<file path="config.mk">
export PLATFORM = sky130hd
export DESIGN_NAME = bin_to_bcd_seq_flat
export DESIGN_NICKNAME = d
export VERILOG_FILES = /design/src/rtl/bin_to_bcd_seq_if.sv /design/src/rtl/bin_to_bcd_seq.sv /design/src/flat_wrapper.sv
export SDC_FILE = /design/constraint.sdc
export NUM_CORES = 1
export LEC_CHECK = 0
export ABC_AREA = 1
export CAP_MARGIN = 20
export CORE_ASPECT_RATIO = 1.5
export CORE_MARGIN = 2
export CORE_UTILIZATION = 50
export DETAILED_ROUTE_END_ITERATION = 10
export PLACE_DENSITY = 0.85
export SLEW_MARGIN = 10
export SYNTH_ARGS = -nofsm -noshare
export SYNTH_HDL_FRONTEND = slang
export SYNTH_SLANG_ARGS = --single-unit
</file>
<file path="constraint.sdc">
create_clock -name clk -period 2 [get_ports clk]
set_input_delay 0.2 -clock clk [delete_from_list [all_inputs] [get_ports clk]]
set_output_delay 0.2 -clock clk [all_outputs]
set_load 0.01 [all_outputs]
</file>
<file path="src/rtl/bin_to_bcd_seq_if.sv">
// Handshake and result bus between a conversion requester and bin_to_bcd_seq.
// The master drives start/bin; the converter drives busy/done/bcd/overflow.
interface bin_to_bcd_seq_if #(
    parameter int BIN_W  = 14,
    parameter int DIGITS = 4
);
    logic                  start;
    logic [BIN_W-1:0]      bin;
    logic                  busy;
    logic                  done;
    logic [4*DIGITS-1:0]   bcd;
    logic                  overflow;

    modport master (
        output start,
        output bin,
        input  busy,
        input  done,
        input  bcd,
        input  overflow
    );

    modport slave (
        input  start,
        input  bin,
        output busy,
        output done,
        output bcd,
        output overflow
    );
endinterface

</file>
<file path="src/rtl/bin_to_bcd_seq.sv">
// Sequential shift-and-add-3 binary-to-BCD converter, one input bit per clock.
// Optional macro LEADING_ZERO_BLANK_EN blanks leading zero digits (code 4'hF) on the final write.
module bin_to_bcd_seq #(
    parameter int BIN_W  = 14,
    parameter int DIGITS = 4
) (
    input  logic                   clk,
    input  logic                   rst,
    bin_to_bcd_seq_if.slave        bus
);

    localparam int BCD_W = 4 * DIGITS;
    localparam int CNT_W = $clog2(BIN_W + 1);

    function automatic logic [63:0] pow10(input int n);
        logic [63:0] p;
        p = 64'd1;
        for (int i = 0; i < n; i++) begin
            p = p * 64'd10;
        end
        return p;
    endfunction

    localparam logic [63:0]      MAX_VAL   = pow10(DIGITS) - 64'd1;
    localparam logic [CNT_W-1:0] LAST_ITER = CNT_W'(BIN_W - 1);

    // Per-digit correction; digits are independent, no carry between them.
    function automatic logic [BCD_W-1:0] add3_digits(input logic [BCD_W-1:0] s);
        logic [BCD_W-1:0] r;
        r = s;
        for (int i = 0; i < DIGITS; i++) begin
            if (s[4*i +: 4] >= 4'd5) begin
                r[4*i +: 4] = s[4*i +: 4] + 4'd3;
            end else begin
                r[4*i +: 4] = s[4*i +: 4];
            end
        end
        return r;
    endfunction

`ifdef LEADING_ZERO_BLANK_EN
    // Digit 0 is never blanked so a zero value still shows a single 0.
    function automatic logic [BCD_W-1:0] blank_leading(input logic [BCD_W-1:0] s);
        logic [BCD_W-1:0] r;
        logic             lead;
        r    = s;
        lead = 1'b1;
        for (int i = DIGITS - 1; i >= 1; i--) begin
            if (lead && (s[4*i +: 4] == 4'd0)) begin
                r[4*i +: 4] = 4'hF;
            end else begin
                lead = 1'b0;
            end
        end
        return r;
    endfunction
`endif

    typedef enum logic [0:0] {
        S_IDLE = 1'b0,
        S_CONV = 1'b1
    } state_t;

    state_t             state_q,    state_d;
    logic [BIN_W-1:0]   shift_q,    shift_d;
    logic [BCD_W-1:0]   scratch_q,  scratch_d;
    logic [CNT_W-1:0]   cnt_q,      cnt_d;
    logic               ovf_q,      ovf_d;
    logic               busy_q,     busy_d;
    logic               done_q,     done_d;
    logic [BCD_W-1:0]   bcd_q,      bcd_d;
    logic               overflow_q, overflow_d;

    logic [BCD_W-1:0]   adj_s;
    logic [BCD_W-1:0]   next_scratch_s;
    logic [BCD_W-1:0]   final_s;

    // One conversion iteration: correct the digits, then shift in the next binary MSB.
    always_comb begin
        adj_s          = add3_digits(scratch_q);
        next_scratch_s = {adj_s[BCD_W-2:0], shift_q[BIN_W-1]};
`ifdef LEADING_ZERO_BLANK_EN
        final_s        = blank_leading(next_scratch_s);
`else
        final_s        = next_scratch_s;
`endif
    end

    // Next-state and next-output logic for the IDLE/CONV controller.
    always_comb begin
        state_d    = state_q;
        shift_d    = shift_q;
        scratch_d  = scratch_q;
        cnt_d      = cnt_q;
        ovf_d      = ovf_q;
        busy_d     = busy_q;
        done_d     = 1'b0;
        bcd_d      = bcd_q;
        overflow_d = overflow_q;

        case (state_q)
            S_IDLE: begin
                if (bus.start) begin
                    state_d   = S_CONV;
                    shift_d   = bus.bin;
                    scratch_d = {BCD_W{1'b0}};
                    cnt_d     = {CNT_W{1'b0}};
                    ovf_d     = (64'(bus.bin) > MAX_VAL);
                    busy_d    = 1'b1;
                end else begin
                    busy_d    = 1'b0;
                end
            end
            S_CONV: begin
                scratch_d = next_scratch_s;
                shift_d   = {shift_q[BIN_W-2:0], 1'b0};
                cnt_d     = cnt_q + CNT_W'(1);
                // The last iteration publishes the result in the same edge, so done lands BIN_W cycles after accept.
                if (cnt_q == LAST_ITER) begin
                    state_d    = S_IDLE;
                    cnt_d      = {CNT_W{1'b0}};
                    busy_d     = 1'b0;
                    done_d     = 1'b1;
                    overflow_d = ovf_q;
                    bcd_d      = ovf_q ? {BCD_W{1'b1}} : final_s;
                end else begin
                    busy_d     = 1'b1;
                end
            end
            default: begin
                state_d = S_IDLE;
                busy_d  = 1'b0;
            end
        endcase
    end

    // State and output registers; reset aborts any conversion without a done.
    always_ff @(posedge clk or posedge rst) begin
        if (rst) begin
            state_q    <= S_IDLE;
            shift_q    <= {BIN_W{1'b0}};
            scratch_q  <= {BCD_W{1'b0}};
            cnt_q      <= {CNT_W{1'b0}};
            ovf_q      <= 1'b0;
            busy_q     <= 1'b0;
            done_q     <= 1'b0;
            bcd_q      <= {BCD_W{1'b0}};
            overflow_q <= 1'b0;
        end else begin
            state_q    <= state_d;
            shift_q    <= shift_d;
            scratch_q  <= scratch_d;
            cnt_q      <= cnt_d;
            ovf_q      <= ovf_d;
            busy_q     <= busy_d;
            done_q     <= done_d;
            bcd_q      <= bcd_d;
            overflow_q <= overflow_d;
        end
    end

    assign bus.busy     = busy_q;
    assign bus.done     = done_q;
    assign bus.bcd      = bcd_q;
    assign bus.overflow = overflow_q;

endmodule

</file>
<file path="src/flat_wrapper.sv">
// flat-port wrapper written by rule: the top's interface ports become plain ports
module bin_to_bcd_seq_flat 
#(
    parameter int BIN_W  = 14,
    parameter int DIGITS = 4
)
  (clk, rst, bus_start, bus_bin, bus_busy, bus_done, bus_bcd, bus_overflow);
  bin_to_bcd_seq_if #(.BIN_W(BIN_W), .DIGITS(DIGITS)) bus_i ();
  input  logic clk;
  input  logic rst;
  input wire logic [$bits(bus_i.start)-1:0] bus_start;
  input wire logic [$bits(bus_i.bin)-1:0] bus_bin;
  output wire logic [$bits(bus_i.busy)-1:0] bus_busy;
  output wire logic [$bits(bus_i.done)-1:0] bus_done;
  output wire logic [$bits(bus_i.bcd)-1:0] bus_bcd;
  output wire logic [$bits(bus_i.overflow)-1:0] bus_overflow;
  assign bus_i.start = bus_start;
  assign bus_i.bin = bus_bin;
  assign bus_busy = bus_i.busy;
  assign bus_done = bus_i.done;
  assign bus_bcd = bus_i.bcd;
  assign bus_overflow = bus_i.overflow;
  bin_to_bcd_seq #(.BIN_W(BIN_W), .DIGITS(DIGITS)) u_core (.clk(clk), .rst(rst), .bus(bus_i));
endmodule
</file>
* Word-level counts from Yosys, hierarchy flattened
Cells that the tools add are included.
** Operators by class
- Muxes and demuxes :: 17
- $lt $le $gt $ge :: 5
- Reductions and logical operators :: 2
- Bitwise operators :: 1
- $add $sub $neg :: 5
- Equality and inequality tests :: 2
** Operator list (count)
- 16-bit 2-to-1 mux :: 2
- 16-bit one-hot mux with 2 select lines :: 1
- 14-bit one-hot mux with 2 select lines :: 1
- 4-bit 2-to-1 mux :: 5
- 4-bit by 3-bit >= comparator with 1-bit output, second input constant :: 4
- 14-bit > comparator, second input constant :: 1
- 14-bit 2-to-1 mux :: 1
- 4-bit by 2-bit adder with 4-bit output, second input constant :: 3
- 4-bit one-hot mux with 2 select lines :: 1
- 4-bit by 1-bit adder with 4-bit output, second input constant :: 1
- 4-bit == test, second input constant :: 1
- 1-bit 2-to-1 mux :: 4
- 2-bit AND reduction :: 2
- 3-bit by 2-bit adder with 3-bit output, second input constant :: 1
- 3-bit 2-to-1 mux :: 1
- 2-bit inequality test, second input constant :: 1
- 1-bit one-hot mux with 2 select lines :: 1
- 1-bit NOT :: 1
** Word-level totals
- Input port bits :: 17
- Output and inout port bits :: 19
- Logic and storage cells :: 40
- Bits in registers :: 54

* Longest topological paths before layout
- Word-level depth :: 3
- Mapped depth :: 8
- Mapped depth without buffers :: 8

* Least setup slack after synthesis
Ideal clock, no wire load.
- Path type :: register to register
- From :: register u_core.cnt_q[1]
- To :: register u_core.bcd_q[4], in the netlist u_core.bus.bcd[4]
- Setup slack :: 685 ps
- Cell stages (with the launch flop) :: 7
- Required time :: 1876 ps
- Arrival time :: 1191 ps
- Setup time :: 124 ps
- Buffers on the path :: 1
- Clock period less this slack :: 1315 ps
- Cells stage by stage :: dfrtp_1 -> inv_1 -> ha_1 -> nand4_1 -> nor2_2 -> buf_6 -> a21oi_1
** Between the ends
- Cells in the longest elaborated chain, start to end :: 2
** RTL lines
- start: declaration :: RTL line bin_to_bcd_seq.sv:67 : logic [CNT_W-1:0] cnt_q, cnt_d;
- start signal: assignment :: RTL line bin_to_bcd_seq.sv:143 : cnt_q <= {CNT_W{1'b0}};
- start signal: assignment :: RTL line bin_to_bcd_seq.sv:153 : cnt_q <= cnt_d;
- 4-bit == test :: RTL line bin_to_bcd_seq.sv:119 : if (cnt_q == LAST_ITER) begin
- 2-bit AND reduction (no line)
- end signal: assignment :: RTL line bin_to_bcd_seq.sv:147 : bcd_q <= {BCD_W{1'b0}};
- end: declaration :: RTL line bin_to_bcd_seq.sv:71 : logic [BCD_W-1:0] bcd_q, bcd_d;
Every way passes these cells.
A chain may end at the register's enable or synchronous reset.

* Final worst setup path
- From :: register u_core.busy_q, in the netlist u_core.bus.busy
- To :: output bus_busy
** RTL lines
- start: declaration :: RTL line bin_to_bcd_seq.sv:69 : logic busy_q, busy_d;
- start signal: assignment :: RTL line bin_to_bcd_seq.sv:155 : busy_q <= busy_d;
- end: declaration :: RTL line flat_wrapper.sv:13 : output wire logic [$bits(bus_i.busy)-1:0] bus_busy;
No word-level cell between the ends.

==> qor.json <==
{
  "logic_synthesis": {
    "synth.mux.area_fraction": 0,
    "yosys.cell_types.count": 26,
    "ffs_latches_synth": 54,
    "main_combinational_cell_family_by_area_after_synthesis": "simple AND/OR/NAND/NOR gates",
    "synth_area_sq_um": 2570,
    "post_synthesis_cell_count": 293,
    "synth_compound_area_frac": 0.117,
    "synth_simple_gate_area_share": 0.223,
    "ys_seq_area_frac": 0.526,
    "synthesis.area_per_instance_sq_um": 8.78,
    "top_post_synthesis_cells_by_area": "dfrtp_1, nand2_1, ha_1",
    "postSynthNetCount": 320,
    "yosysTopAreaCellShare": 0.526,
    "synth_warnings": 0,
    "synth_top_cell_by_area": "dfrtp_1",
    "synth-xor-area-share": 0.00681,
    "synth-adder-area-share": 0.0487
  },
  "route": {
    "remaining_drc_errors": 0,
    "viasPerCell": 5.21,
    "drt_pass1_iterations": 4,
    "antenna_violating_nets_post_route": 0,
    "dr_total_vias": 2089,
    "wire_per_inst_um": 12.4,
    "detail_route.wirelength_um": 4960,
    "detailedRoute.firstIterationViolations": 64
  },
  "pwr": {
    "power.density_cell_area_nw_per_um2": 1610,
    "peakVddDrop_mv": 0.762,
    "power.total_mw": 4.96,
    "total_leakage_power_nw": 1.45
  },
  "hold_path": {
    "min_path_type": "in2async"
  },
  "setup_path": {
    "critical_path_peak_fanout": 6,
    "critical_path.reg2reg.startpoint": "u_core.scratch_q[0]",
    "critPathLaunchType": "flop",
    "cp_num_buf_inv": 1,
    "slowest_delay_ns": 0.57,
    "cp_data_arrival_time_ns": 1.33,
    "path_delay_family": "buffers and inverters",
    "crit_path_start": "u_core.bus.busy",
    "worstPathCellList": "clkdlybuf4s50_1",
    "worstPathRequired_ns": 1.80,
    "critical-path-slowest-cell": "clkdlybuf4s50_1",
    "worstSetupPathType": "reg2out",
    "critical_path.endpoint_type": "output port"
  },
  "sta": {
    "finalClockSkew_ns": 0.0144,
    "finalCritPeriodShare": 0.764,
    "rsz_0062_raised_after_global_routing": "no",
    "hold_viol": 0,
    "setup_total_negative_slack_ns": 0,
    "slew_viol_final": 0,
    "report.final.setup_viol": 0,
    "timing.max_slew.rel_slack": 0.701,
    "worst_pin_slew_ns": 0.448,
    "fmaxAchievable_mhz": 655,
    "post-route-min-period_ns": 1.53
  },
  "cts": {
    "cts_inserted_buffers": 5,
    "clock_sinks": 54,
    "clock_tree.root_cell": "clkbuf_8",
    "post_cts.repair.setup_buffers": 0,
    "deepest_level_of_the_cts_h_tree": 2,
    "clock_insertion_delay_worst_skew_ns": 0.32,
    "cts_tree": "done",
    "clk_path_buf_depth": 2,
    "cts-resized-gates": 0,
    "cts.reportedPaths.clkPinSlew_ns": 0.11,
    "ctsHoldBuffers": 0
  },
  "floorplan": {
    "core.rowCount": 32,
    "area_enclosed_by_the_die_boundary_sq_um": 5740,
    "chipHeight_um": 91.8,
    "initial_utilization": 0.510,
    "chipWidth_um": 62.6,
    "floorplan.core_area_sq_um": 5040,
    "floorplan.io_pins": 36
  },
  "grt": {
    "grt_antenna_before_repair": 0,
    "grt_pass1_vias": 2034,
    "grt_util_met3": 0.0442,
    "gr-usage-all-layers": 0.194,
    "grt_util_met2": 0.346,
    "grt_pass1_wl_um": 8780,
    "groute.layer.met1.usage": 0.216,
    "busiest_layer": "met2",
    "grt_start_max_net_pins": 35,
    "globalRouteOverflowTotal": 0
  },
  "final_layout": {
    "n_antenna_cell": 0,
    "drive_above_1_share": 0.0751,
    "filler_cell_count": 456,
    "fin_area_sq_um": 3090,
    "area_growth_syn_to_layout_pct": 20.0,
    "fin_nets": 359
  },
  "status": {
    "run_status": "completed"
  },
  "run": {
    "max_cap_violations": 0
  },
  "placed_design": {
    "detailedPlacementHpwl_um": 3530,
    "placement.cell_area_sq_um": 2970,
    "place.port_buffers": 35,
    "place_congestion": 0.889
  }
}
## flip-flops by register name (all words and copies together), names as in the netlist
signal	flops
u_core.bus.done	1
u_core.bus.overflow	1
u_core.ovf_q	1
u_core.scratch_q	16
u_core.shift_q	14
u_core.bus.bcd	16
u_core.cnt_q	4
u_core.bus.busy	1
## through the flow
step | hold slack, ns | utilization | std cells | worst slack (ns)
after floorplan | 0.333 | - | 293 | 0.485
after global placement | 0.468 | 0.589 | 393 | 0.612
after detailed placement | 0.474 | 0.589 | 393 | 0.588
after CTS | 0.213 | 0.612 | 401 | 0.459
after global routing | 0.242 | 0.612 | 401 | 0.363
final | 0.194 | 0.612 | 401 | 0.473
## routing by layer
layer,vias to the layer above,part of all wire
li1,1039,-
met1,981,0.41
met2,60,0.53
met3,9,0.043
met4,0,0.021
met5,-,0
## where the power goes
part	switching, mW	leakage (nW)	internal [mW]
Clock	0.371	0.0504	0.373
Sequential	0.349	0.661	1.61
Combinational	1.26	0.743	0.995
## cell usage in the layout, fill, tap and decap left out, types with 4 or more instances in the layout
cell type / Yosys / routed
o21ai_0: 12 / 12
clkbuf_8: 0 / 5
clkdlybuf4s50_1: 0 / 35
o22ai_1: 6 / 6
buf_4: 0 / 4
o21ai_1: 5 / 5
a21oi_1: 17 / 17
ha_1: 10 / 10
inv_1: 26 / 25
nor2_1: 25 / 25
nand3_1: 21 / 21
nand2_1: 80 / 80
dfrtp_1: 54 / 54
inv_2: 3 / 4
o21ai_2: 5 / 5
nand4_1: 9 / 9
## worst paths after layout
path | endpoint | slack (ns) | depth (start not counted)
max | bus_busy | 0.47 | 1
min | u_core.bus.bcd[6] | 0.19 | 2
max reg2reg | u_core.bus.bcd[2] | 0.58 | 8
min reg2reg | u_core.scratch_q[13] | 0.49 | 2
max in group asynchronous | u_core.bus.bcd[2] | 1.27 | 3
min in group clk | u_core.shift_q[3] | 0.45 | 3
## Yosys cell counts, drive strengths merged
cell type,number
nand3,21
xor2,1
a21oi,17
o22ai,6
or2,1
clkinv,1
inv,29
dfrtp,54
clkbuf,1
buf,7
ha,10
nand2,81
o21ai,22
o221ai,2
o211ai,3
xnor2,1
nor2,26
nand4,9
a22o,1
## final cells by class
class                           instances  area, sq um  area share
Tap cell                               68         85.1      0.0276
Multi-Input combinational cell        201         1020       0.330
Clock inverter                          3         45.0      0.0146
Inverter                               30          118      0.0381
Sequential cell                        54         1350       0.438
Clock buffer                            5         68.8      0.0223
Timing Repair Buffer                   40          400       0.130
## logic make-up (layout without fill, tap and decap cells)
group / Yosys count / count (layout)
simple gates: 138 / 138
flops: 54 / 54
compound gates: 51 / 51
buf+inv: 38 / 78
fa+ha+maj: 10 / 10
xor+xnor: 2 / 2
Power figures use the tool's default switching activity.
